[config.mk]
export PLATFORM = sky130hd
export DESIGN_NAME = reset_sequencer
export DESIGN_NICKNAME = d
export VERILOG_FILES = /design/src/rtl/reset_seq_pkg.sv /design/src/rtl/ready_sync.sv /design/src/rtl/reset_sequencer.sv
export SDC_FILE = /design/constraint.sdc
export NUM_CORES = 1
export LEC_CHECK = 0
export ABC_AREA = 0
export CORE_MARGIN = 2
export CORE_UTILIZATION = 64
export CTS_CLUSTER_DIAMETER = 120
export DETAILED_ROUTE_END_ITERATION = 6
export GPL_TIMING_DRIVEN = 1
export PLACE_DENSITY_LB_ADDON = 0.3
export SLEW_MARGIN = 10
export SYNTH_ARGS = -nofsm -noshare
export SYNTH_HDL_FRONTEND = slang
export SYNTH_HIERARCHICAL = 1
export SYNTH_SLANG_ARGS = --single-unit
[constraint.sdc]
create_clock -name clk -period 4.5 [get_ports clk]
set_input_delay 0.675 -clock clk [delete_from_list [all_inputs] [get_ports clk]]
set_output_delay 0.675 -clock clk [all_outputs]
set_load 0.005 [all_outputs]
[src/rtl/reset_seq_pkg.sv]
// Shared types and helpers for the reset sequencer.
// State enum plus the HOLD_CYCLES clamp.
package reset_seq_pkg;

  typedef enum logic [2:0] {
    HOLD,
    WAIT,
    GAP,
    RUN,
    SHUTDOWN
  } state_t;

  // A zero hold time still needs one cycle of full reset.
  function automatic int clamp_hold(input int v);
    return (v < 1) ? 1 : v;
  endfunction

endpackage

[src/rtl/ready_sync.sv]
// Two-flop synchronizer bank, async active-low reset to 0.
// Ports: clk, rst_n, d (async in), q (synced out).
module ready_sync #(
  parameter int W = 1
) (
  input  logic         clk,
  input  logic         rst_n,
  input  logic [W-1:0] d,
  output logic [W-1:0] q
);

  logic [W-1:0] meta;

  always_ff @(posedge clk or negedge rst_n) begin
    if (!rst_n) begin
      meta <= '0;
      q    <= '0;
    end else begin
      meta <= d;
      q    <= meta;
    end
  end

endmodule

[src/rtl/reset_sequencer.sv]
// Ordered multi-domain reset release with soft-reset shutdown.
// Ports: clk, reset_n, soft_req/soft_ack, domain_ready in,
// domain_reset/stage/all_up/timeout_err out (all registered).
module reset_sequencer
  import reset_seq_pkg::*;
#(
  parameter int NUM_DOMAINS = 4,
  parameter int HOLD_CYCLES = 10,
  parameter int STAGE_GAP   = 16,
  parameter int ACK_TIMEOUT = 255,
  parameter int CNT_W       = 16
) (
  input  logic                         clk,
  input  logic                         reset_n,
  input  logic                         soft_req,
  output logic                         soft_ack,
  input  logic [NUM_DOMAINS-1:0]       domain_ready,
  output logic [NUM_DOMAINS-1:0]       domain_reset,
  output logic [$clog2(NUM_DOMAINS):0] stage,
  output logic                         all_up,
  output logic                         timeout_err
);

  localparam int N  = NUM_DOMAINS;
  localparam int SW = $clog2(N) + 1;
  localparam int HOLD_EFF = clamp_hold(HOLD_CYCLES);

  localparam logic [CNT_W-1:0] HOLD_LAST =
    CNT_W'(HOLD_EFF - 1);
  localparam logic [CNT_W-1:0] GAP_LAST =
    CNT_W'(STAGE_GAP - 1);
  localparam logic [CNT_W-1:0] ACK_LAST =
    CNT_W'(ACK_TIMEOUT - 1);
  localparam logic [CNT_W-1:0] TOP_IDX =
    CNT_W'(N - 1);
  localparam logic [SW-1:0] LAST_DOM = SW'(N - 1);
  localparam logic [SW-1:0] RUN_STG  = SW'(N);

  state_t           state_q, state_d;
  logic [CNT_W-1:0] cnt_q, cnt_d;
  logic [N-1:0]     rst_q, rst_d;
  logic [SW-1:0]    stage_q, stage_d;
  logic             up_q, up_d;
  logic             ack_q, ack_d;
  logic             err_q, err_d;

  logic [N-1:0]     rdy_s;
  logic             rdy_cur;
  logic [CNT_W-1:0] cnt_sat;
  logic [CNT_W-1:0] cnt_dn;
  logic [SW-1:0]    stage_nx;

  ready_sync #(
    .W (N)
  ) u_sync (
    .clk   (clk),
    .rst_n (reset_n),
    .d     (domain_ready),
    .q     (rdy_s)
  );

  assign cnt_sat  = (&cnt_q) ? cnt_q : cnt_q + 1'b1;
  assign cnt_dn   = cnt_q - 1'b1;
  assign stage_nx = stage_q + 1'b1;

  always_comb begin
    rdy_cur = 1'b0;
    for (int i = 0; i < N; i++)
      if (SW'(i) == stage_q) rdy_cur = rdy_s[i];
  end

  always_ff @(posedge clk or negedge reset_n) begin
    if (!reset_n) begin
      state_q <= HOLD;
      cnt_q   <= '0;
      rst_q   <= '1;
      stage_q <= '0;
      up_q    <= 1'b0;
      ack_q   <= 1'b0;
      err_q   <= 1'b0;
    end else begin
      state_q <= state_d;
      cnt_q   <= cnt_d;
      rst_q   <= rst_d;
      stage_q <= stage_d;
      up_q    <= up_d;
      ack_q   <= ack_d;
      err_q   <= err_d;
    end
  end

  always_comb begin
    state_d = state_q;
    cnt_d   = cnt_sat;
    rst_d   = rst_q;
    stage_d = stage_q;
    up_d    = up_q;
    ack_d   = 1'b0;
    err_d   = err_q;
    unique case (state_q)
      HOLD: begin
        if (cnt_q == HOLD_LAST) begin
          rst_d[0] = 1'b0;
          stage_d  = '0;
          cnt_d    = '0;
          state_d  = WAIT;
        end
      end
      WAIT: begin
        if (rdy_cur || cnt_q == ACK_LAST) begin
          if (!rdy_cur) err_d = 1'b1;
          cnt_d = '0;
          if (stage_q == LAST_DOM) begin
            state_d = RUN;
            up_d    = 1'b1;
            stage_d = RUN_STG;
          end else begin
            state_d = GAP;
          end
        end
      end
      GAP: begin
        if (cnt_q == GAP_LAST) begin
          for (int i = 0; i < N; i++)
            if (SW'(i) == stage_nx) rst_d[i] = 1'b0;
          stage_d = stage_nx;
          cnt_d   = '0;
          state_d = WAIT;
        end
      end
      RUN: begin
        cnt_d = cnt_q;
        if (soft_req) begin
          up_d       = 1'b0;
          rst_d[N-1] = 1'b1;
          if (N == 1) begin
            ack_d   = 1'b1;
            stage_d = '0;
            cnt_d   = '0;
            state_d = HOLD;
          end else begin
            // counter tracks the index just re-asserted
            cnt_d   = TOP_IDX;
            state_d = SHUTDOWN;
          end
        end
      end
      SHUTDOWN: begin
        for (int i = 0; i < N; i++)
          if (CNT_W'(i) == cnt_dn) rst_d[i] = 1'b1;
        cnt_d = cnt_dn;
        if (cnt_dn == '0) begin
          ack_d   = 1'b1;
          stage_d = '0;
          state_d = HOLD;
        end
      end
      default: state_d = HOLD;
    endcase
  end

  assign domain_reset = rst_q;
  assign stage        = stage_q;
  assign all_up       = up_q;
  assign soft_ack     = ack_q;
  assign timeout_err  = err_q;

endmodule

Word level (Yosys, flattened, before mapping)
Cells that the tools add are included.
{"block": "word_totals", "inputBits": 7, "wordCells": 107, "regBits": 37, "output_inout_bits": 10}
{"block": "op_classes", "addsub": 3, "bitwise": 1, "n_eq_ne": 30, "reduce_logical": 19, "n_mux": 42}
{"operator": "$mux W16", "n": 5}
{"operator": "$pmux W16 S5", "n": 1}
{"operator": "$eq A16 B4 Y1 const B", "n": 2}
{"operator": "$eq A2 B16 Y1 const A", "n": 2}
{"operator": "$mux W3", "n": 9}
{"operator": "$ne A2 B2 Y1 const B", "n": 13}
{"operator": "$mux W1", "n": 20}
{"operator": "$add A16 B1 Y16 const B", "n": 1}
{"operator": "$eq A1 B16 Y1 const A", "n": 1}
{"operator": "$eq A16 B8 Y1 const B", "n": 1}
{"operator": "$logic_not A16 Y1", "n": 1}
{"operator": "$reduce_and A16 Y1", "n": 1}
{"operator": "$sub A16 B1 Y16 const B", "n": 1}
{"operator": "$pmux W3 S5", "n": 1}
{"operator": "$reduce_and A5 Y1", "n": 3}
{"operator": "$eq A2 B3 Y1 const A", "n": 4}
{"operator": "$pmux W3 S4", "n": 1}
{"operator": "$reduce_and A4 Y1", "n": 3}
{"operator": "$eq A3 B2 Y1 const B", "n": 3}
{"operator": "$logic_not A3 Y1", "n": 3}
{"operator": "$eq A1 B3 Y1 const A", "n": 2}
{"operator": "$pmux W1 S3", "n": 2}
{"operator": "$reduce_and A6 Y1", "n": 1}
{"operator": "$reduce_bool A3 Y1", "n": 2}
{"operator": "11 further kinds", "n": 12}

Longest topological paths before layout
Gate-level depths: netlist (run 1).
{"block": "logic_depth", "depth_word": 8, "depth_mapped": 10, "ltp_nobuf": 8}

Hierarchy
The synthesis (run 1) kept the hierarchy.
{"mod": "reset_sequencer", "cells_each": 285, "seq_area_each_um2": 730.7, "area_each_um2": 2357.3, "n_inst": 1}
{"mod": "ready_sync", "cells_each": 8, "seq_area_each_um2": 200.2, "area_each_um2": 200.2, "n_inst": 1}

Worst setup path after synthesis (run 1)
Ideal clock, no wire load.
{"block": "synth_path", "path_kind": "register -> register", "start": "register cnt_q[0]", "end": "register stage_q[1], in the netlist stage[1]", "setup_time_ns": 0.122, "stages_incl_launch_ff": 11, "path_slack_ns": 1.959, "path_buffers": 2, "synth_period_minus_slack_ns": 2.541, "t_required_ns": 4.378, "arrival_ns": 2.419, "cell_sequence": "dfrtp_1 clkbuf_1 inv_1 ha_1 clkbuf_1 nor3b_1 nand4_1 xor2_1 nand4_1 a211o_1 a32o_1"}
{"block": "synth_between", "elab_chain_len": 4, "word_cells_on_any_way": 11, "classes_between": "1 x add/sub; 7 x eq/ne; 3 x reduce/logical"}
{"item": "start: declaration", "line_no": "reset_sequencer.sv:40", "rtl": "logic [CNT_W-1:0] cnt_q, cnt_d;"}
{"item": "start signal: assignment", "line_no": "reset_sequencer.sv:83", "rtl": "cnt_q <= cnt_d;"}
{"item": "$sub A16 B1 Y16 / $eq A16 B8 Y1 (equally long branches)", "line_no": "reset_sequencer.sv:63, reset_sequencer.sv:110"}
{"item": "$logic_not A16 Y1 / $logic_or A1 B1 Y1 (equally long branches)", "line_no": "reset_sequencer.sv:152, reset_sequencer.sv:110"}
{"item": "$ne A2 B2 Y1 (no line)"}
{"item": "$reduce_and A6 Y1 (no line) *"}
{"item": "end signal: assignment", "line_no": "reset_sequencer.sv:85", "rtl": "stage_q <= stage_d;"}
{"item": "end: declaration", "line_no": "reset_sequencer.sv:42", "rtl": "logic [SW-1:0] stage_q, stage_d;"}
Every way passes the cells marked *; elsewhere a longest branch is shown, timed or not.
A chain may end at the register's enable or synchronous reset.

Worst setup path in the final report (run 1)
{"block": "layout_path", "start": "register stage_q[1], in the netlist stage[1]", "end": "register cnt_q[13]"}
{"block": "layout_between", "elab_chain_len": 8, "word_cells_on_any_way": 11, "classes_between": "3 x eq/ne; 6 x mux; 2 x reduce/logical"}
{"item": "$logic_not A3 Y1", "line_no": "reset_sequencer.sv:69", "rtl": "if (SW'(i) == stage_q) rdy_cur = rdy_s[i];"}
{"item": "$mux W1 (3 in series)", "line_no": "reset_sequencer.sv:69"}
{"item": "$mux W1 *", "line_no": "reset_sequencer.sv:69"}
{"item": "$logic_or A1 B1 Y1 *", "line_no": "reset_sequencer.sv:110", "rtl": "if (rdy_cur || cnt_q == ACK_LAST) begin"}
{"item": "$mux W16 *", "line_no": "reset_sequencer.sv:110"}
{"item": "$pmux W16 S5 *", "line_no": "reset_sequencer.sv:100", "rtl": "unique case (state_q)"}
Marked as above.

==> results.rst, run 1 <==
.. list-table::
   :header-rows: 1

   * - Metric
     - Value
   * - Worst setup slack for register-to-register paths
     - 1240 ps
   * - Placeable core region
     - 0.00374 sq mm
   * - Antenna violations before repair
     - 0
   * - Routed Wire Length
     - 6330 um
   * - Area growth from synthesis to layout
     - 9.59%
   * - Cell types occupying the most area after synthesis
     - sky130_fd_sc_hd__dfrtp_1 32%, sky130_fd_sc_hd__ha_1 6.4%, sky130_fd_sc_hd__a21oi_1 4.1%, sky130_fd_sc_hd__dfstp_2 4.1%, sky130_fd_sc_hd__nor2_1 3.2%
   * - Hold Startpoint
     - u_sync/meta[2]
   * - Postcts setup bufs
     - 0
   * - Slew of the pin with the lowest slew margin
     - ~1200 ps
   * - Clock power share
     - 0.155
   * - Gates resized, CTS repair
     - 0
   * - # H-tree levels
     - 2
   * - Switching power total
     - 0.000934 W
   * - Proportion of layout cells with a drive suffix above 1
     - 0.0782
   * - Count of vias placed by the detailed router
     - roughly 2400
   * - Most used flip-flop cell after synthesis
     - sky130_fd_sc_hd__dfrtp_1
   * - Critical Path RT
     - approximately 4700 ps
   * - Type of the worst min-delay path
     - reg2reg
   * - Crit Path Max Fanout
     - 14
   * - Post-detailed-route DRC marker count
     - 0
   * - Maximum buffer depth of the clock tree
     - 2
   * - Pin count of the biggest net entering global routing
     - 38
   * - Starting utilization of the core area
     - 0.683
   * - Synth Cell Area
     - approximately 0.0026 sq mm
   * - Area share of the leading cell type in the synthesized netlist
     - 0.323
   * - Port buffer count
     - 16
   * - Reg2Reg Capture Point
     - cnt_q[13]
   * - Worst clock skew on the final layout
     - 7.84 ps
   * - Startpoint type of the worst setup path
     - flip-flop
   * - CTS clk-pin slew, worst paths
     - 80 ps
   * - Synthesized netlist net count
     - 313
   * - Proportion of synthesized flip-flops having asynchronous set or reset
     - 1.00
   * - Synthesized area per cell
     - 8.73 sq um
   * - Detailed-route vias per instance
     - a little under 7
   * - LEAKAGE
     - 1.13 nW
   * - Worst flop-to-flop path startpoint
     - stage[1]
   * - Most area-hungry cell type in the Yosys netlist
     - sky130_fd_sc_hd__dfrtp_1
   * - Slew Limit Fails
     - 0
   * - Number of fill cells
     - 297
   * - WS Path Type
     - reg2reg
   * - Vertical die dimension
     - 67.2 um
   * - DP HPWL
     - about 4200 um
   * - Cell-internal power
     - 0.00103 W
   * - DRT Pass-1 Iters
     - 6
   * - GP Congestion
     - 0.887
   * - Via count of the first global-routing pass
     - 2180
   * - Status
     - finished clean
   * - Hold buffer count at CTS
     - 0
   * - Number of synthesized register bits
     - 37
   * - Setup total negative slack
     - 0 ps
   * - Part of the cycle the worst path needs
     - 0.725
   * - Number of DRC markers after the initial detailed-route iteration
     - 399
   * - Clock sinks
     - 37
   * - Number of buffers created by CTS
     - 5
   * - RSZ-0062 raised after global routing
     - false
   * - Number of placement rows
     - 22
   * - Ys Warns
     - 6
   * - Endpoint class of the critical path
     - flip-flop
   * - Switching part of the total
     - 0.475
   * - Aggregate global routing overflow
     - 0
   * - Fin Hold WS
     - 354 ps
   * - Cell count after synthesis
     - just under 300
   * - Clock period minus final worst setup slack
     - 3260 ps
   * - Maximum achievable frequency
     - 307 MHz
   * - Depth of the worst register-to-register path
     - 8
   * - Power density over the cells
     - 702 mW/mm^2
   * - Util after Layout
     - 0.749
   * - Clock latency of the later-clocked register in the worst-skew pair
     - 300 ps
   * - Inserted Diodes
     - 0
   * - Number of antenna-violating nets in the routed design
     - 0
   * - Slew HR
     - 0.209
   * - Count of pins on the block boundary
     - 17
   * - First-pass GRT wire length
     - approximately 11000 um
   * - IR Drop Worst-Case VDD
     - 0.399 mV
   * - Final setup violation count
     - 0
   * - Final hold violation count
     - 0
   * - Cell chosen for the clock root
     - sky130_fd_sc_hd__clkbuf_8
   * - CTS tree
     - yes
   * - Global-route usage over all layers
     - 0.317
   * - Number of distinct standard cells referenced by the synthesized netlist
     - 58
   * - Data arrival time at the worst-slack endpoint
     - 3440 ps
   * - Part of the power in registers
     - 0.328
   * - Routed wire length per instance
     - between 15 and 20 um
   * - Number of flops mapped to enable cells by yosys
     - 0
   * - Part of the Yosys area used for sequential elements
     - 0.364
   * - Max-capacitance violation count
     - 0
   * - Hold Path Cell Cnt
     - 0
   * - NumNets Final
     - 313
   * - Combinational share of power
     - 0.517
   * - Worst hold path endpoint
     - u_sync/q[2]
   * - Width of the die
     - 67.2 um
   * - Die Footprint
     - 0.00452 sq mm
[cell families after synthesis]
| group | synth area share |
|---|---|
| compound gates | 0.236 |
| xor+xnor | 0.0240 |
| fa+ha+maj | 0.0636 |
| buf+inv | 0.0543 |
| flops | 0.364 |
| mux | 0.00783 |
| simple gates | 0.250 |
[layout by cell type (no fill, tap or decap), types with 4 or more instances in the layout]
master,n
sky130_fd_sc_hd__dfstp_2,4
sky130_fd_sc_hd__xor2_1,5
sky130_fd_sc_hd__clkbuf_8,6
sky130_fd_sc_hd__nor2_1,22
sky130_fd_sc_hd__inv_1,9
sky130_fd_sc_hd__nand4_1,12
sky130_fd_sc_hd__clkdlybuf4s50_1,15
sky130_fd_sc_hd__dfrtp_1,33
sky130_fd_sc_hd__ha_1,13
sky130_fd_sc_hd__nor2b_1,7
sky130_fd_sc_hd__a21boi_0,4
sky130_fd_sc_hd__nand3_1,9
sky130_fd_sc_hd__a221oi_1,5
sky130_fd_sc_hd__nand2b_1,4
sky130_fd_sc_hd__nor3_1,13
sky130_fd_sc_hd__a21oi_1,21
sky130_fd_sc_hd__nand2_1,16
sky130_fd_sc_hd__and3_1,6
sky130_fd_sc_hd__o21ai_0,16
sky130_fd_sc_hd__a31oi_1,6
[metal layers]
layer	GRT usage	vias up	wire length [um]
li1	-	1094	-
met1	0.476	1106	2820
met2	0.460	146	2770
met3	0.0533	22	609
met4	0.112	0	134
met5	0	-	0
[state kept, by name (all words and copies together), names as in the netlist]
register and flops:
all_up 1, cnt_q 16, domain_reset 4, soft_ack 1, stage 3, state_q 3
timeout_err 1, u_sync/meta 4, u_sync/q 4
[final cells by class]
| cell class | instances | area [sq um] | area share |
|---|---|---|---|
| timing repair buffer | 18 | 170 | 0.0607 |
| tap | 48 | 60.1 | 0.0214 |
| multi-input combinational | 222 | 1490 | 0.531 |
| clock buffer | 6 | 82.6 | 0.0295 |
| inverter | 9 | 33.8 | 0.0121 |
| sequential | 37 | 931 | 0.332 |
| clock inverter | 2 | 37.5 | 0.0134 |
[cell usage after synthesis (2+ instances only)]
cell type                  number
sky130_fd_sc_hd__dfrtp_1       33
sky130_fd_sc_hd__nor2_1        22
sky130_fd_sc_hd__a21oi_1       21
sky130_fd_sc_hd__clkbuf_1      20
sky130_fd_sc_hd__nand2_1       16
sky130_fd_sc_hd__o21ai_0       16
sky130_fd_sc_hd__ha_1          13
sky130_fd_sc_hd__nor3_1        13
sky130_fd_sc_hd__nand4_1       12
sky130_fd_sc_hd__inv_1          9
sky130_fd_sc_hd__nand3_1        9
sky130_fd_sc_hd__nor2b_1        7
sky130_fd_sc_hd__a31oi_1        6
sky130_fd_sc_hd__and3_1         6
sky130_fd_sc_hd__a221oi_1       5
sky130_fd_sc_hd__xor2_1         5
sky130_fd_sc_hd__a21boi_0       4
sky130_fd_sc_hd__dfstp_2        4
sky130_fd_sc_hd__nand2b_1       4
sky130_fd_sc_hd__a211oi_1       3
sky130_fd_sc_hd__a22oi_1        3
sky130_fd_sc_hd__a41oi_1        3
sky130_fd_sc_hd__and4_1         3
sky130_fd_sc_hd__buf_2          3
sky130_fd_sc_hd__nor3b_1        3
sky130_fd_sc_hd__nor4_1         3
sky130_fd_sc_hd__o221a_2        3
sky130_fd_sc_hd__o22a_1         3
sky130_fd_sc_hd__or3_1          3
sky130_fd_sc_hd__a21o_1         2
sky130_fd_sc_hd__a32o_1         2
sky130_fd_sc_hd__and2_1         2
sky130_fd_sc_hd__and3b_1        2
sky130_fd_sc_hd__mux2i_1        2
sky130_fd_sc_hd__nand3b_1       2
sky130_fd_sc_hd__nor4b_1        2
sky130_fd_sc_hd__o31ai_1        2
sky130_fd_sc_hd__xnor2_1        2
[power by group through the flow]
stage | clock [W] | sequential [W] | combinational [W]
after global placement | 0 | 0.000635 | 0.000966
after detailed placement | 0 | 0.000640 | 0.000981
final | 0.000305 | 0.000644 | 0.00102
after floorplan | 0 | 0.000492 | 0.000885
after CTS | 0.000309 | 0.000635 | 0.000995
after global routing | 0.000324 | 0.000663 | 0.00113
[worst max-delay path by stage]
| stage | from | to | slack, ps |
|---|---|---|---|
| floorplan | cnt_q[0] | stage[1] | 1960 |
| global placement | stage[1] | cnt_q[13] | 1390 |
| detailed placement | stage[1] | cnt_q[13] | 1350 |
| CTS | stage[1] | cnt_q[13] | 1310 |
| global route | stage[1] | cnt_q[13] | 1050 |
| finish | stage[1] | cnt_q[13] | 1240 |
[per-stage QoR]
stage                     cells  worst slack [ps]  instance area [sq um]  total power (W)
after floorplan             293              1960                   2560          0.00138
after global placement      334              1390                   2680          0.00160
after detailed placement    334              1350                   2680          0.00162
after CTS                   342              1310                   2800          0.00194
after global routing        342              1050                   2800          0.00211
final                       342              1240                   2800          0.00197
[critical path: stages (launching register included)]
cell	delay, ps
sky130_fd_sc_hd__dfrtp_1	460
sky130_fd_sc_hd__inv_1	90
sky130_fd_sc_hd__ha_1	220
sky130_fd_sc_hd__nand3b_1	160
sky130_fd_sc_hd__a2111oi_0	840
sky130_fd_sc_hd__or3_1	270
sky130_fd_sc_hd__o311a_1	580
sky130_fd_sc_hd__o21ai_0	190
sky130_fd_sc_hd__a221o_1	320
Note: power is estimated with default switching activity, not from simulation.
==> run 2, diff against run 1 <==
--- a/config.mk
+++ b/config.mk
@@ -7,7 +7,7 @@
 export LEC_CHECK = 0
 export ABC_AREA = 0
 export CORE_MARGIN = 2
-export CORE_UTILIZATION = 64
+export CORE_UTILIZATION = 53
 export CTS_CLUSTER_DIAMETER = 120
 export DETAILED_ROUTE_END_ITERATION = 6
 export GPL_TIMING_DRIVEN = 1
==> constraint.sdc (replaced) <==
create_clock -name clk -period 3 [get_ports clk]
set_input_delay 0.45 -clock clk [delete_from_list [all_inputs] [get_ports clk]]
set_output_delay 0.45 -clock clk [all_outputs]
set_load 0.005 [all_outputs]
==> run 2 against run 1 <==
Effect of this change: utilization shrank 14 points; setup slack lost 1000 ps; final cell count grew 5.3%; sequential cell count is the same; routed wire length is essentially flat; first-iteration DRC count shrank 41%; critical path type unchanged; critical endpoint is now stage[1]; highest routed layer unchanged.
==> results.rst, run 2 (synthesis gave the netlist of run 1 again) <==
.. list-table::
   :header-rows: 1

   * - Metric
     - Value
   * - Status
     - finished clean (unchanged)
   * - Crit path top cell by count
     - sky130_fd_sc_hd__nand4_1
   * - Final Instance Count excl. Fillers
     - 360 (was 342)
   * - Switching power total
     - 0.00143 W (was 0.000934 W)
   * - Gate family responsible for the most delay along the worst path
     - simple AND/OR/NAND/NOR gates (was compound AO/OA/AOI/OAI gates)
   * - NumNets Final
     - 325 (was 313)
   * - Cell-internal power
     - 0.00155 W (was 0.00103 W)
   * - Count of vias placed by the detailed router
     - 2358 (was 2368)
   * - Startpoint type of the worst setup path
     - flip-flop (unchanged)
   * - Number of antenna-violating nets in the routed design
     - 0 (unchanged)
   * - Antenna violations before repair
     - 0 (unchanged)
   * - Port buffer count
     - 16 (unchanged)
   * - Commonest cells after routing, fill and taps aside
     - 33 x sky130_fd_sc_hd__dfrtp_1, 22 x sky130_fd_sc_hd__nor2_1, 21 x sky130_fd_sc_hd__a21oi_1 (unchanged)
   * - Proportion of layout cells with a drive suffix above 1
     - 0.114 (was 0.0782)
   * - Number of DRC markers after the initial detailed-route iteration
     - 236 (was 399)
   * - Worst clock skew on the final layout
     - 6.88 ps (was 7.84 ps)
   * - Number of buffers created by CTS
     - 5 (unchanged)
   * - RSZ-0062 raised after global routing
     - false (unchanged)
   * - Count of pins on the block boundary
     - 17 (unchanged)
   * - Inserted Diodes
     - 0 (unchanged)
   * - Slew of the pin with the lowest slew margin
     - 809 ps (was 1190 ps)
   * - Critical-path cell list
     - inv_1, ha_1, nor3b_1, nand4_1, xor2_1, nand4_1, a211o_1, a32o_1 (was inv_1, ha_1, nand3b_1, a2111oi_0, or3_1, o311a_1, o21ai_0, a221o_1)
   * - Vertical die dimension
     - 73.5 um (was 67.2 um)
   * - Leading cell type in the layout, fill and taps excluded
     - sky130_fd_sc_hd__dfrtp_1 (unchanged)
   * - Part of the power in registers
     - 0.298 (was 0.328)
   * - Design Power
     - 0.00298 W (was 0.00197 W)
   * - Width of the die
     - 73.5 um (was 67.2 um)
   * - Switching part of the total
     - 0.479 (was 0.475)
   * - Max-capacitance violation count
     - 0 (unchanged)
   * - Pin count of the biggest net entering global routing
     - 38 (unchanged)
   * - Depth of the worst register-to-register path
     - 8 (unchanged)
   * - DP HPWL
     - 4340 um (was 4170 um)
   * - Number of placement rows
     - 25 (was 22)
   * - Routed Wire Length
     - 6330 um (about the same)
   * - Aggregate global routing overflow
     - 0 (unchanged)
   * - Data arrival time at the worst-slack endpoint
     - 2980 ps (was 3440 ps)
   * - Detailed-route vias per instance
     - 6.55 (was 6.92)
   * - Flip-flop count of the largest register after layout
     - 16 (unchanged)
   * - Type of the worst min-delay path
     - in2async (was reg2reg)
   * - CTS clk-pin slew, worst paths
     - 80 ps (about the same)
   * - WS Path Type
     - reg2reg (unchanged)
   * - Fin Hold WS
     - 234 ps (was 354 ps)
   * - Clock power share
     - 0.121 (was 0.155)
   * - Reg2Reg Capture Point
     - stage[1] (was cnt_q[13])
   * - Maximum achievable frequency
     - 358 MHz (was 307 MHz)
   * - Critical Path RT
     - 3180 ps (was 4680 ps)
   * - Clock period minus final worst setup slack
     - 2790 ps (was 3260 ps)
   * - Placement Cell Area
     - 0.00278 sq mm (was 0.00268 sq mm)
   * - Die Footprint
     - 0.00540 sq mm (was 0.00452 sq mm)
   * - IR Drop Worst-Case VDD
     - 0.669 mV (was 0.399 mV)
   * - # H-tree levels
     - 2 (unchanged)
   * - Post-detailed-route DRC marker count
     - 0 (unchanged)
   * - Crit Path Max Fanout
     - 9 (was 14)
   * - Starting utilization of the core area
     - 0.545 (was 0.683)
   * - Cell chosen for the clock root
     - sky130_fd_sc_hd__clkbuf_8 (unchanged)
   * - Number of cells after detailed placement
     - 352 (was 334)
   * - Worst path bufs/invs
     - 1 (unchanged)
   * - Maximum buffer depth of the clock tree
     - 2 (unchanged)
   * - Max stage delay on crit path
     - 440 ps (was 840 ps)
   * - Slew Limit Fails
     - 0 (unchanged)
   * - Routed wire length per instance
     - 17.6 um (was 18.5 um)
   * - Hold buffer count at CTS
     - 0 (unchanged)
   * - Final setup violation count
     - 0 (unchanged)
   * - Power density over the cells
     - 1040 mW/mm^2 (was 702 mW/mm^2)
   * - First-pass GRT wire length
     - 10800 um (was 10700 um)
   * - Area growth from synthesis to layout
     - 12.2% (was 9.59%)
   * - Combinational share of power
     - 0.582 (was 0.517)
   * - Highest-delay cell along the critical path
     - sky130_fd_sc_hd__nor3b_1 (was sky130_fd_sc_hd__a2111oi_0)
   * - Clock latency of the later-clocked register in the worst-skew pair
     - 300 ps (about the same)
   * - Worst setup slack for register-to-register paths
     - 210 ps (was 1240 ps)
   * - GP Congestion
     - 0.919 (was 0.887)
   * - Setup total negative slack
     - 0 ps (unchanged)
   * - LEAKAGE
     - 1.18 nW (was 1.13 nW)
   * - Crit path launch
     - cnt_q[0] (was stage[1])
   * - DRT Pass-1 Iters
     - 5 (was 6)
   * - Final standard cell area without fillers
     - 0.00287 sq mm (was 0.00280 sq mm)
   * - CTS tree
     - yes (unchanged)
   * - Gates resized, CTS repair
     - 0 (unchanged)
   * - Global-route usage over all layers
     - 0.258 (was 0.317)
   * - Postcts setup bufs
     - 0 (unchanged)
   * - Largest register by flop count
     - cnt_q (unchanged)
   * - Placeable core region
     - 0.00469 sq mm (was 0.00374 sq mm)
   * - Via count of the first global-routing pass
     - 2099 (was 2180)
   * - Slew HR
     - 0.460 (was 0.209)
   * - Worst flop-to-flop path startpoint
     - cnt_q[0] (was stage[1])
   * - Endpoint class of the critical path
     - flip-flop (unchanged)
   * - Part of the cycle the worst path needs
     - 0.931 (was 0.725)
   * - Clock sinks
     - 37 (unchanged)
   * - Final hold violation count
     - 0 (unchanged)
run 2: changes by cell type in the layout (fill, tap and decap cells not counted), sizes merged:
cell and change:
buf +12, bufinv -1, clkbuf -1, clkinv +1
inv +1
run 2: final cells by class:
cell class / instances / area [sq um]
clock inverter: 3 / 21.3
fill: 401 / 1820
inverter: 9 / 33.8
clock buffer: 5 / 68.8
tap: 54 / 67.6
sequential: 37 / 931
timing repair buffer: 30 / 260
multi-input combinational: 222 / 1490
run 2: layer usage:
metal,vias up,part of all wire,GRT usage,routed length (um)
li1,1115,-,-,-
met4,0,0.014,0.0747,89
met1,1129,0.47,0.396,2970
met3,9,0.068,0.0439,427
met2,105,0.45,0.372,2840
met5,-,0,0,0
run 2: worst max path at each step:
stage	to	cells after the start
6_report	stage[1]	8
3_3_place_gp	stage[1]	8
3_5_place_dp	stage[1]	8
4_1_cts	stage[1]	8
5_1_grt	stage[1]	8
2_1_floorplan	stage[1]	10
run 2: power groups by stage:
stage	logic, W	clock network (W)	registers, W
floorplan	0.00133	0	0.000738
global placement	0.00167	0	0.000878
detailed placement	0.00170	0	0.000884
CTS	0.00171	0.000367	0.000877
global route	0.00192	0.000386	0.000914
finish	0.00173	0.000359	0.000887
run 2: metrics by stage:
step,worst slack [ps],util
4_1_cts,226,0.612
5_1_grt,21.0,0.612
3_5_place_dp,247,0.593
6_report,208,0.612
2_1_floorplan,459,-
3_3_place_gp,235,0.593
==> run 3, diff against run 2 <==
--- a/config.mk
+++ b/config.mk
@@ -6,8 +6,8 @@
 export NUM_CORES = 1
 export LEC_CHECK = 0
 export ABC_AREA = 0
-export CORE_MARGIN = 2
-export CORE_UTILIZATION = 53
+export CORE_MARGIN = 5
+export CORE_UTILIZATION = 54
 export CTS_CLUSTER_DIAMETER = 120
 export DETAILED_ROUTE_END_ITERATION = 6
 export GPL_TIMING_DRIVEN = 1
@@ -15,5 +15,4 @@
 export SLEW_MARGIN = 10
 export SYNTH_ARGS = -nofsm -noshare
 export SYNTH_HDL_FRONTEND = slang
-export SYNTH_HIERARCHICAL = 1
 export SYNTH_SLANG_ARGS = --single-unit
==> run 3 against run 2 <==
Effect of this change: hold slack better by 10 ps; maximum frequency fell by 3.4%; final cell count grew 15%; sequential power is 13% lower; area after synthesis grew 6.0%; power increased by 8.9%; non-clock buffer count increased by 11; global-route usage is 1.5 points lower; sequential cell count did not move; critical path type unchanged; critical endpoint unchanged; highest routed layer unchanged.
==> results.rst, run 3 <==
.. list-table::
   :header-rows: 1

   * - Metric
     - Value
   * - NumNets Final
     - 367 (was 325)
   * - Area growth from synthesis to layout
     - 15.6% (was 12.2%)
   * - GP Congestion
     - 1.03 (was 0.919)
   * - LEAKAGE
     - 1.31 nW (was 1.18 nW)
   * - Type of the worst min-delay path
     - in2async (unchanged)
   * - Antenna violations before repair
     - 0 (unchanged)
   * - Power density over the cells
     - 1040 mW/mm^2 (about the same)
   * - Global-route track usage on met3
     - 0.0377 (was 0.0439)
   * - Leading cell type in the layout, fill and taps excluded
     - sky130_fd_sc_hd__dfrtp_1 (unchanged)
   * - Clock latency of the later-clocked register in the worst-skew pair
     - 300 ps (about the same)
   * - Starting utilization of the core area
     - 0.567 (was 0.545)
   * - Routed wire length per instance
     - 17.5 um (was 17.6 um)
   * - Number of cells after detailed placement
     - 406 (was 352)
   * - Max stage delay on crit path
     - 640 ps (was 440 ps)
   * - Combinational share of power
     - 0.625 (was 0.582)
   * - Proportion of synthesized flip-flops having asynchronous set or reset
     - 1.00 (unchanged)
   * - Inserted Diodes
     - 0 (unchanged)
   * - Startpoint type of the worst setup path
     - flip-flop (unchanged)
   * - Clock period minus final worst setup slack
     - 2890 ps (was 2790 ps)
   * - Cell count after synthesis
     - 327 (was 293)
   * - Final hold violation count
     - 0 (unchanged)
   * - Number of distinct standard cells referenced by the synthesized netlist
     - 61 (was 58)
   * - Placeable core region
     - 0.00479 sq mm (was 0.00469 sq mm)
   * - Part of the cycle the worst path needs
     - 0.964 (was 0.931)
   * - Worst clock skew on the final layout
     - 8.36 ps (was 6.88 ps)
   * - Gate family responsible for the most delay along the worst path
     - simple AND/OR/NAND/NOR gates (unchanged)
   * - CTS tree
     - yes (unchanged)
   * - DRT Pass-1 Iters
     - 5 (unchanged)
   * - Synthesized area per cell
     - 8.29 sq um (was 8.73 sq um)
   * - Via count of the first global-routing pass
     - 2479 (was 2099)
   * - Data arrival time at the worst-slack endpoint
     - 3110 ps (was 2980 ps)
   * - Slew of the pin with the lowest slew margin
     - 825 ps (was 809 ps)
   * - Detailed-route vias per instance
     - 6.52 (was 6.55)
   * - Cell chosen for the clock root
     - sky130_fd_sc_hd__clkbuf_8 (unchanged)
   * - # H-tree levels
     - 2 (unchanged)
   * - Vertical die dimension
     - 80.9 um (was 73.5 um)
   * - Count of vias placed by the detailed router
     - 2704 (was 2358)
   * - Highest-delay cell along the critical path
     - sky130_fd_sc_hd__or4b_2 (was sky130_fd_sc_hd__nor3b_1)
   * - Ys Warns
     - 0 (was 6)
   * - Clock sinks
     - 37 (unchanged)
   * - Highest-utilization routing layer at the global route stage
     - met2 (was met1)
   * - Most used flip-flop cell after synthesis
     - sky130_fd_sc_hd__dfrtp_1 (unchanged)
   * - Clock power share
     - 0.137 (was 0.121)
   * - Critical-path cell list
     - inv_1, ha_1, or4b_2, nor4_1, a211oi_1, a2111oi_4, a31oi_2, nor2_2, mux2i_1 (was inv_1, ha_1, nor3b_1, nand4_1, xor2_1, nand4_1, a211o_1, a32o_1)
   * - Leading cell types by count after synthesis
     - 33 x sky130_fd_sc_hd__dfrtp_1, 25 x sky130_fd_sc_hd__a21oi_1, 24 x sky130_fd_sc_hd__nand2_1, 24 x sky130_fd_sc_hd__nor2_1, 23 x sky130_fd_sc_hd__clkbuf_1 (was 33 x sky130_fd_sc_hd__dfrtp_1, 22 x sky130_fd_sc_hd__nor2_1, 21 x sky130_fd_sc_hd__a21oi_1)
   * - Slew Limit Fails
     - 0 (unchanged)
   * - Maximum achievable frequency
     - 346 MHz (was 358 MHz)
   * - Final setup violation count
     - 0 (unchanged)
   * - IR Drop Worst-Case VDD
     - 0.471 mV (was 0.669 mV)
   * - Global-route met1 utilization
     - 0.360 (was 0.396)
   * - Max-capacitance violation count
     - 0 (unchanged)
   * - First-pass GRT wire length
     - 12400 um (was 10800 um)
   * - Design Power
     - 0.00325 W (was 0.00298 W)
   * - GR met2 Demand/Resource
     - 0.361 (was 0.372)
   * - Port buffer count
     - 16 (unchanged)
   * - Synthesized netlist net count
     - 347 (was 313)
   * - Final Instance Count excl. Fillers
     - 415 (was 360)
   * - Proportion of layout cells with a drive suffix above 1
     - 0.144 (was 0.114)
   * - Area share of the leading cell type in the synthesized netlist
     - 0.305 (was 0.323)
   * - Pin count of the biggest net entering global routing
     - 38 (unchanged)
   * - Switching power total
     - 0.00153 W (was 0.00143 W)
   * - Endpoint class of the critical path
     - flip-flop (unchanged)
   * - Number of buffers created by CTS
     - 5 (unchanged)
   * - Die Footprint
     - 0.00654 sq mm (was 0.00540 sq mm)
   * - Critical Path RT
     - 3220 ps (was 3180 ps)
   * - CTS clk-pin slew, worst paths
     - 80 ps (about the same)
   * - DP HPWL
     - 5270 um (was 4340 um)
   * - Post-detailed-route DRC marker count
     - 0 (unchanged)
   * - Number of antenna-violating nets in the routed design
     - 0 (unchanged)
   * - Slew HR
     - 0.450 (was 0.460)
   * - Synth Cell Area
     - 0.00271 sq mm (was 0.00256 sq mm)
   * - Aggregate global routing overflow
     - 0 (unchanged)
   * - Cell-internal power
     - 0.00172 W (was 0.00155 W)
   * - Part of the Yosys area used for sequential elements
     - 0.343 (was 0.364)
   * - Routed Wire Length
     - 7280 um (was 6330 um)
   * - Number of synthesized register bits
     - 37 (unchanged)
   * - Worst setup slack for register-to-register paths
     - 110 ps (was 210 ps)
   * - Maximum buffer depth of the clock tree
     - 2 (unchanged)
   * - Worst path bufs/invs
     - 1 (unchanged)
   * - Crit Path Max Fanout
     - 8 (was 9)
   * - Number of flops mapped to enable cells by yosys
     - 0 (unchanged)
   * - Width of the die
     - 80.9 um (was 73.5 um)
   * - Number of DRC markers after the initial detailed-route iteration
     - 406 (was 236)
   * - Count of pins on the block boundary
     - 17 (unchanged)
   * - Largest register by flop count
     - cnt_q (unchanged)
   * - Cell types occupying the most area after synthesis
     - sky130_fd_sc_hd__dfrtp_1 30%, sky130_fd_sc_hd__ha_1 6.0%, sky130_fd_sc_hd__a21oi_1 4.6%, sky130_fd_sc_hd__dfstp_2 3.9%, sky130_fd_sc_hd__o21ai_0 3.9% (was sky130_fd_sc_hd__dfrtp_1 32%, sky130_fd_sc_hd__ha_1 6.4%, sky130_fd_sc_hd__a21oi_1 4.1%, sky130_fd_sc_hd__dfstp_2 4.1%, sky130_fd_sc_hd__nor2_1 3.2%)
   * - Status
     - finished clean (unchanged)
   * - Setup total negative slack
     - 0 ps (unchanged)
   * - Slack of the critical path
     - 109 ps (was 208 ps)
   * - Fin Hold WS
     - 244 ps (was 234 ps)
   * - Global-route usage over all layers
     - 0.243 (was 0.258)
   * - Most area-hungry cell type in the Yosys netlist
     - sky130_fd_sc_hd__dfrtp_1 (unchanged)
   * - WS Path Type
     - reg2reg (unchanged)
   * - Switching part of the total
     - 0.470 (was 0.479)
   * - Number of placement rows
     - 25 (unchanged)
   * - Hold buffer count at CTS
     - 0 (unchanged)
   * - Flip-flop count of the largest register after layout
     - 16 (unchanged)
   * - Part of the power in registers
     - 0.238 (was 0.298)
   * - DP Worst Slack
     - 157 ps (was 247 ps)
   * - Most frequent cell after synthesis
     - sky130_fd_sc_hd__dfrtp_1 (unchanged)
   * - Commonest cells after routing, fill and taps aside
     - 33 x sky130_fd_sc_hd__dfrtp_1, 25 x sky130_fd_sc_hd__a21oi_1, 25 x sky130_fd_sc_hd__buf_4 (was 33 x sky130_fd_sc_hd__dfrtp_1, 22 x sky130_fd_sc_hd__nor2_1, 21 x sky130_fd_sc_hd__a21oi_1)
## run 3: what timing repair did
item | in CTS | in global routing
hold endpoints to repair | 0 | 0
setup endpoints to repair | 0 | 5
resized for setup | 0 | 2
setup buffers | 0 | 1
## run 3: stage by stage
step                      instance area (sq um)  utilization
after CTS                                  3120        0.653
after global placement                     3010        0.628
after detailed placement                   3010        0.628
final                                      3140        0.655
after floorplan                            2710            -
after global routing                       3140        0.655
## run 3: routing by layer
layer | wire [um] | vias up | part of all wire
met4 | 137 | 0 | 0.019
met1 | 3260 | 1272 | 0.45
met5 | 0 | - | 0
met2 | 3230 | 147 | 0.44
met3 | 656 | 26 | 0.090
li1 | - | 1259 | -
## run 3: final cells by class
type	instances	area [sq um]
inverters	10	37.5
clock inverters	3	46.3
fillers	410	1650
clock buffers	5	68.8
multi-input cells	252	1630
flip-flops and latches	37	931
repair buffers	41	343
well taps	67	83.8
## run 3: worst paths after layout
kind	start	to	depth (start not counted)
max in group asynchronous	reset_n	u_sync.q[2]	1
worst min-delay path	reset_n	cnt_q[7]	1
worst max-delay path	cnt_q[0]	stage[1]	9
min in group clk	u_sync.meta[3]	u_sync.q[3]	0
worst max register to register	cnt_q[0]	stage[1]	9
worst min register to register	u_sync.meta[3]	u_sync.q[3]	0
## run 3: cell families (layout without fill, tap and decap cells)
family                   count (synthesis)  count (layout)  synth area share
multiplexers                             3               3            0.0111
buffers and inverters                   38              59            0.0591
flip-flops                              37              37             0.343
XOR/XNOR                                 6               6            0.0194
AO/OA/AOI/OAI                           97              97             0.246
adder cells (fa/ha/maj)                 13              13            0.0600
AND/OR/NAND/NOR                        133             133             0.262
## run 3: worst reg2reg max path: cells and delay by family (launching register included)
kind / cells / cell delay (ps)
AND/OR/NAND/NOR: 3 / 1040
flip-flops: 1 / 460
multiplexers: 1 / 210
adder cells (fa/ha/maj): 1 / 240
buffers and inverters: 1 / 120
AO/OA/AOI/OAI: 3 / 750
## run 3: power by group through the flow
stage | Clock (W) | Sequential [W] | Combinational (W)
3_5_place_dp | 0 | 0.000777 | 0.00195
5_1_grt | 0.000476 | 0.000791 | 0.00224
3_3_place_gp | 0 | 0.000772 | 0.00191
6_report | 0.000444 | 0.000773 | 0.00203
4_1_cts | 0.000455 | 0.000767 | 0.00196
2_1_floorplan | 0 | 0.000708 | 0.00145
==> edit 1, RTL diff (settings of run 3) <==
`NUM_DOMAINS`: 4 -> 8.
--- a/src/rtl/reset_sequencer.sv
+++ b/src/rtl/reset_sequencer.sv
@@ -5,5 +5,5 @@
   import reset_seq_pkg::*;
 #(
-  parameter int NUM_DOMAINS = 4,
+  parameter int NUM_DOMAINS = 8,
   parameter int HOLD_CYCLES = 10,
   parameter int STAGE_GAP   = 16,
Ports: changed (resized domain_ready, domain_reset and stage); port bits go from 17 to 26. No check against the original RTL was run, so the function may have changed too.
==> edit 1 against run 3 <==
  * Count of clock-buffer cells in the layout increased by 2
  * Die area increased by 19%
  * Area after synthesis increased by 21%
  * Design area increased by 21%
  * Sequential cell count increased by 13
  * Total power increased by 12%
  * Fmax increased by 1.2%
  * Routed wire length increased by 28%
  * Worst setup slack improved by 0.034 ns
  * Synthesized cell count increased by 19%
  * Utilization decreased by 1.3 points
  * Critical path type unchanged
  * Highest routed layer unchanged
==> edit 1: results (changes against run 3) <==
[status]
status=complete, no violations

[cells_and_area]
drive_above_1_share=0.145  ; +0.000900
largest_reg_flops=16  ; unchanged
nets=437  ; +19%

[route]
routed-wl-met3_um=835  ; +27%
drt-initial-drc-count=343  ; -16%
vias=3209  ; +19%
drt-met1-wl_mm=3.95  ; +21%
wl_met2_mm=4.34  ; +34%
drt_wl_total_mm=9.30  ; +28%
dr.pass1.iters=5  ; unchanged

[logic_synthesis]
synthMuxAreaShare=0  ; -0.0111
synthAdderAreaFrac=0.0456  ; -0.0144
async_flop_share=1.00  ; unchanged
synth-seq-area-share=0.383  ; +0.0396
synth_compound_area_frac=0.253  ; +0.00716
synth_cell_type_count=67  ; +9.8%
synthTopCellsByCount=42 x dfrtp_1, 37 x nor2_1, 30 x nand2_1
synth_top_flop_cell=dfrtp_1
syn_nets=411  ; +18%
synthTopCellsByArea=dfrtp_1 32%, dfstp_2 6.4%, ha_1 4.6%, nor2_1 4.2%, a21oi_1 4.0%
synth_xor_area_frac=0.0133  ; -0.00608
ys_warn_count=0  ; unchanged

[critical_path]
worst_path_max_delay_cell=or4b_4
slowest_delay_ns=0.63
cp_data_arrival_time_ns=3.04  ; -0.07 ns
crit_family=simple AND/OR/NAND/NOR gates

[place]
dp.final_hpwl_mm=6.79  ; +29%
place.port_buffers=25  ; +9
gp_congestion=0.987  ; -4.2%

[power_and_ir_drop]
irDropWorstVdd_uv=592  ; +26%
p_leak_uw=0.00149  ; +14%

[global_route]
antenna_found_initial=0  ; unchanged
grt_pass1_vias=3073  ; +24%
overflow=0  ; unchanged
grt_util_all_layers=0.256  ; +0.0124
grt_pass1_wl_mm=15.5  ; +25%
grt_start_max_net_pins=28  ; -26%

[sta]
finalClockSkew_ns=0.00873  ; +0.000377 ns
maxSlewHeadroom=0.554  ; +0.104

[clock_network]
clk_path_buf_depth=2  ; unchanged
path_clk_slew_ns=0.10  ; +0.02 ns

edit 1: cell types whose count changed after synthesis, moves of 6 or more:
| cell | run 3 | this run |
|---|---|---|
| and3_1 | 7 | 1 |
| dfrtp_1 | 33 | 42 |
| inv_1 | 10 | 17 |
| nand2_1 | 24 | 30 |
| nand3_1 | 12 | 18 |
| nor2_1 | 24 | 37 |
| nor3_1 | 17 | 10 |
| o31ai_1 | 0 | 10 |
| or4_1 | 2 | 8 |
edit 1: final cells by class:
| class | instances | area [um2] |
|---|---|---|
| Tap cell | 75 | 93.8 |
| Multi-Input combinational cell | 291 | 1840 |
| Clock buffer | 7 | 96.3 |
| Fill cell | 496 | 2120 |
| Timing Repair Buffer | 49 | 438 |
| Inverter | 17 | 63.8 |
| Clock inverter | 1 | 8.76 |
| Sequential cell | 50 | 1260 |
edit 1: final timing paths:
path | from | end | slack, ns | cells after the start
min | reset_n | u_sync.q[4]$_DFF_PN0_ | 0.10 | 1
min reg2reg | u_sync.meta[2]$_DFF_PN0_ | u_sync.q[2]$_DFF_PN0_ | 0.35 | 0
min in group clk | u_sync.meta[2]$_DFF_PN0_ | u_sync.q[2]$_DFF_PN0_ | 0.35 | 0
max | cnt_q[0]$_DFFE_PN0P_ | stage[3]$_DFFE_PN0P_ | 0.14 | 8
max reg2reg | cnt_q[0]$_DFFE_PN0P_ | stage[3]$_DFFE_PN0P_ | 0.14 | 8
max in group asynchronous | reset_n | domain_reset[2]$_DFFE_PN1P_ | 2.09 | 2
edit 1: what timing repair did:
item / 4_1_cts / 5_1_grt
endpoints found under the hold margin: 0 / 0
setup endpoints to repair: 0 / 5
gates resized for setup: 0 / 3
edit 1: logic make-up after synthesis:
family,after synthesis
and+or+nand+nor,151
buffers and inverters,47
adders and majority gates,12
xor gates and xnor gates,5
AOI/OAI and AO/OA,123
DFF,50
edit 1: stage by stage:
stage                     worst slack [ns]  area [um2]  std cells
final                                0.143        3800        490
after floorplan                      0.150        3290        388
after global routing                0.0184        3800        490
after CTS                           0.0885        3790        490
after detailed placement             0.173        3690        482
after global placement               0.267        3690        482
edit 1: layer usage:
metal | vias to the layer above | GRT usage
met4 | 0 | 0.0865
li1 | 1481 | -
met5 | - | 0
met3 | 18 | 0.0546
met1 | 1520 | 0.355
met2 | 190 | 0.399
edit 1: power breakdown:
part           internal (uW)  switching, uW  total (uW)
clock                    212            234         446
sequential               826            162         987
combinational            913           1290        2210
==> edit 2, RTL diff (flow settings as in run 3) <==
Made on the original files. Register the output `timeout_err` once more, cleared by the reset; this adds one clock of latency there. The other outputs are not delayed to match. Comments in the files are not updated.
--- a/src/rtl/reset_sequencer.sv
+++ b/src/rtl/reset_sequencer.sv
@@ -164,5 +164,11 @@
   assign all_up       = up_q;
   assign soft_ack     = ack_q;
-  assign timeout_err  = err_q;
+  always_ff @(posedge clk or negedge reset_n) begin
+    if (!reset_n) begin
+      timeout_err <= '0;
+    end else begin
+      timeout_err <= err_q;
+    end
+  end
 
 endmodule
Check against the original RTL: same outputs for any inputs over 10 cycles, from zero or initial values and one cycle with reset_n low; that may be too few to reach the edited logic, so the function may still have changed.
==> edit 2 against run 3 <==
  * Via count is 8.0% lower
  * Sequential cell count is 1 higher
  * Design area is 3.2% lower
  * Non-clock buffer count is 14 lower
  * Area after synthesis is 0.51% lower
  * Hold slack better by 0.014 ns
  * Global-route usage is 1.7 points lower
  * Worst setup slack better by 0.25 ns
  * Critical path type unchanged
  * Utilization is 2.1 points lower
  * Routed wire length is 7.2% lower
Power is not compared: it rests on default switching activity, and its combinational part moved more than twofold at a synthesized area within 25%.
==> edit 2: results (changes against run 3) <==
[cells_and_area]
utilization=0.635  ; -0.0207
top_register=cnt_q
largest_reg_flops=16  ; unchanged
nets=342  ; -6.8%
fillCellCount=418  ; +2.0%
drive_above_1_share=0.0991  ; -0.0446
antenna_cells=0  ; unchanged

[place]
pre_cts_ws_ns=0.416  ; +0.258 ns
dp.final_hpwl_mm=4.67  ; -11%
dpl-instance-area_um2=2900  ; -3.6%
gp_congestion=0.912  ; -11%
dpl.cell_count=382  ; -5.9%

[logic_synthesis]
synth-seq-area-share=0.354  ; +0.0110
syn_nets=331  ; -4.6%
synth.avg_cell_area_um2=8.67  ; +4.6%
synthTopCellsByArea=dfrtp_1 32%, ha_1 6.0%, a21oi_1 5.2%, o21ai_0 4.3%, dfstp_2 3.9%
synthTopCellsByCount=34 x dfrtp_1, 28 x a21oi_1, 26 x nor2_1
synth_cell_type_count=58  ; -4.9%

[sta]
setup_ws_ns=0.356  ; +0.247 ns
finalClockSkew_ns=0.00889  ; +0.000536 ns
maxSlewHeadroom=0.443  ; -0.00637

[route]
drt-initial-drc-count=284  ; -30%
vias=2487  ; -8.0%
routed-wl-met3_um=494  ; -25%
drt-met1-wl_mm=3.11  ; -4.5%
wl_per_cell_um=17.3  ; -1.3%
wl_met2_mm=3.03  ; -6.1%
vias_per_cell=6.38  ; -2.1%

[global_route]
grt_pass1_vias=2320  ; -6.4%
grt_pass1_wl_mm=11.5  ; -7.5%
grt_start_max_net_pins=39  ; +2.6%
grt_util_all_layers=0.226  ; -0.0174
use_met2=0.324  ; -0.0376
use_met3=0.0426  ; +0.00491
use_met1=0.330  ; -0.0299

[clock_network]
cts_setup_buffers=0  ; unchanged

[critical_path]
cp_max_fo=9  ; +1
cp_data_arrival_time_ns=2.81  ; -0.30 ns
ff2ff_path_depth=9  ; unchanged

[status]
status=complete, no violations

[edit 2: cell count changes after synthesis, sizes merged, moves of 4 or more]
cell    delta
o211ai     +7
buf        +6
nor3       -6
nor4       -5
clkbuf    -11
or3        -4
nand4      +8
[edit 2: cell families after synthesis]
logic type      after synthesis  synth area share
xor+xnor                      6            0.0195
buf+inv                      33            0.0584
flops                        38             0.354
fa+ha+maj                    13            0.0603
compound gates               98             0.234
simple gates                120             0.263
mux                           3            0.0111
[edit 2: final cells by class]
| class | instances | area share |
|---|---|---|
| clock buffer | 5 | 0.0227 |
| clock inverter | 3 | 0.0227 |
| inverter | 10 | 0.0124 |
| multi-input combinational | 240 | 0.522 |
| sequential | 38 | 0.315 |
| tap | 67 | 0.0276 |
| timing repair buffer | 27 | 0.0783 |
[edit 2: path summary, 6_finish.rpt]
path                                          to  slack (ns)
max                         stage[0]$_DFFE_PN0P_        0.36
min                         stage[0]$_DFFE_PN0P_        0.26
max reg2reg                 stage[0]$_DFFE_PN0P_        0.36
min reg2reg                u_sync.q[1]$_DFF_PN0_        0.35
max in group asynchronous   cnt_q[1]$_DFFE_PN0P_        2.22
min in group clk           u_sync.q[1]$_DFF_PN0_        0.35
[edit 2: power breakdown]
part           total (uW)  switching [uW]  internal [uW]
Combinational        65.8            36.7           29.1
Clock                 525             192            333
Sequential            567            37.3            530
[edit 2: critical path, cell delays in order (launching register included)]
cell     delay (ns)
dfrtp_1        0.50
inv_1          0.19
ha_1           0.28
nor3b_1        0.22
buf_4          0.18
nand4_1        0.11
xnor2_1        0.20
or4_1          0.56
nand2_1        0.17
a31oi_1        0.10
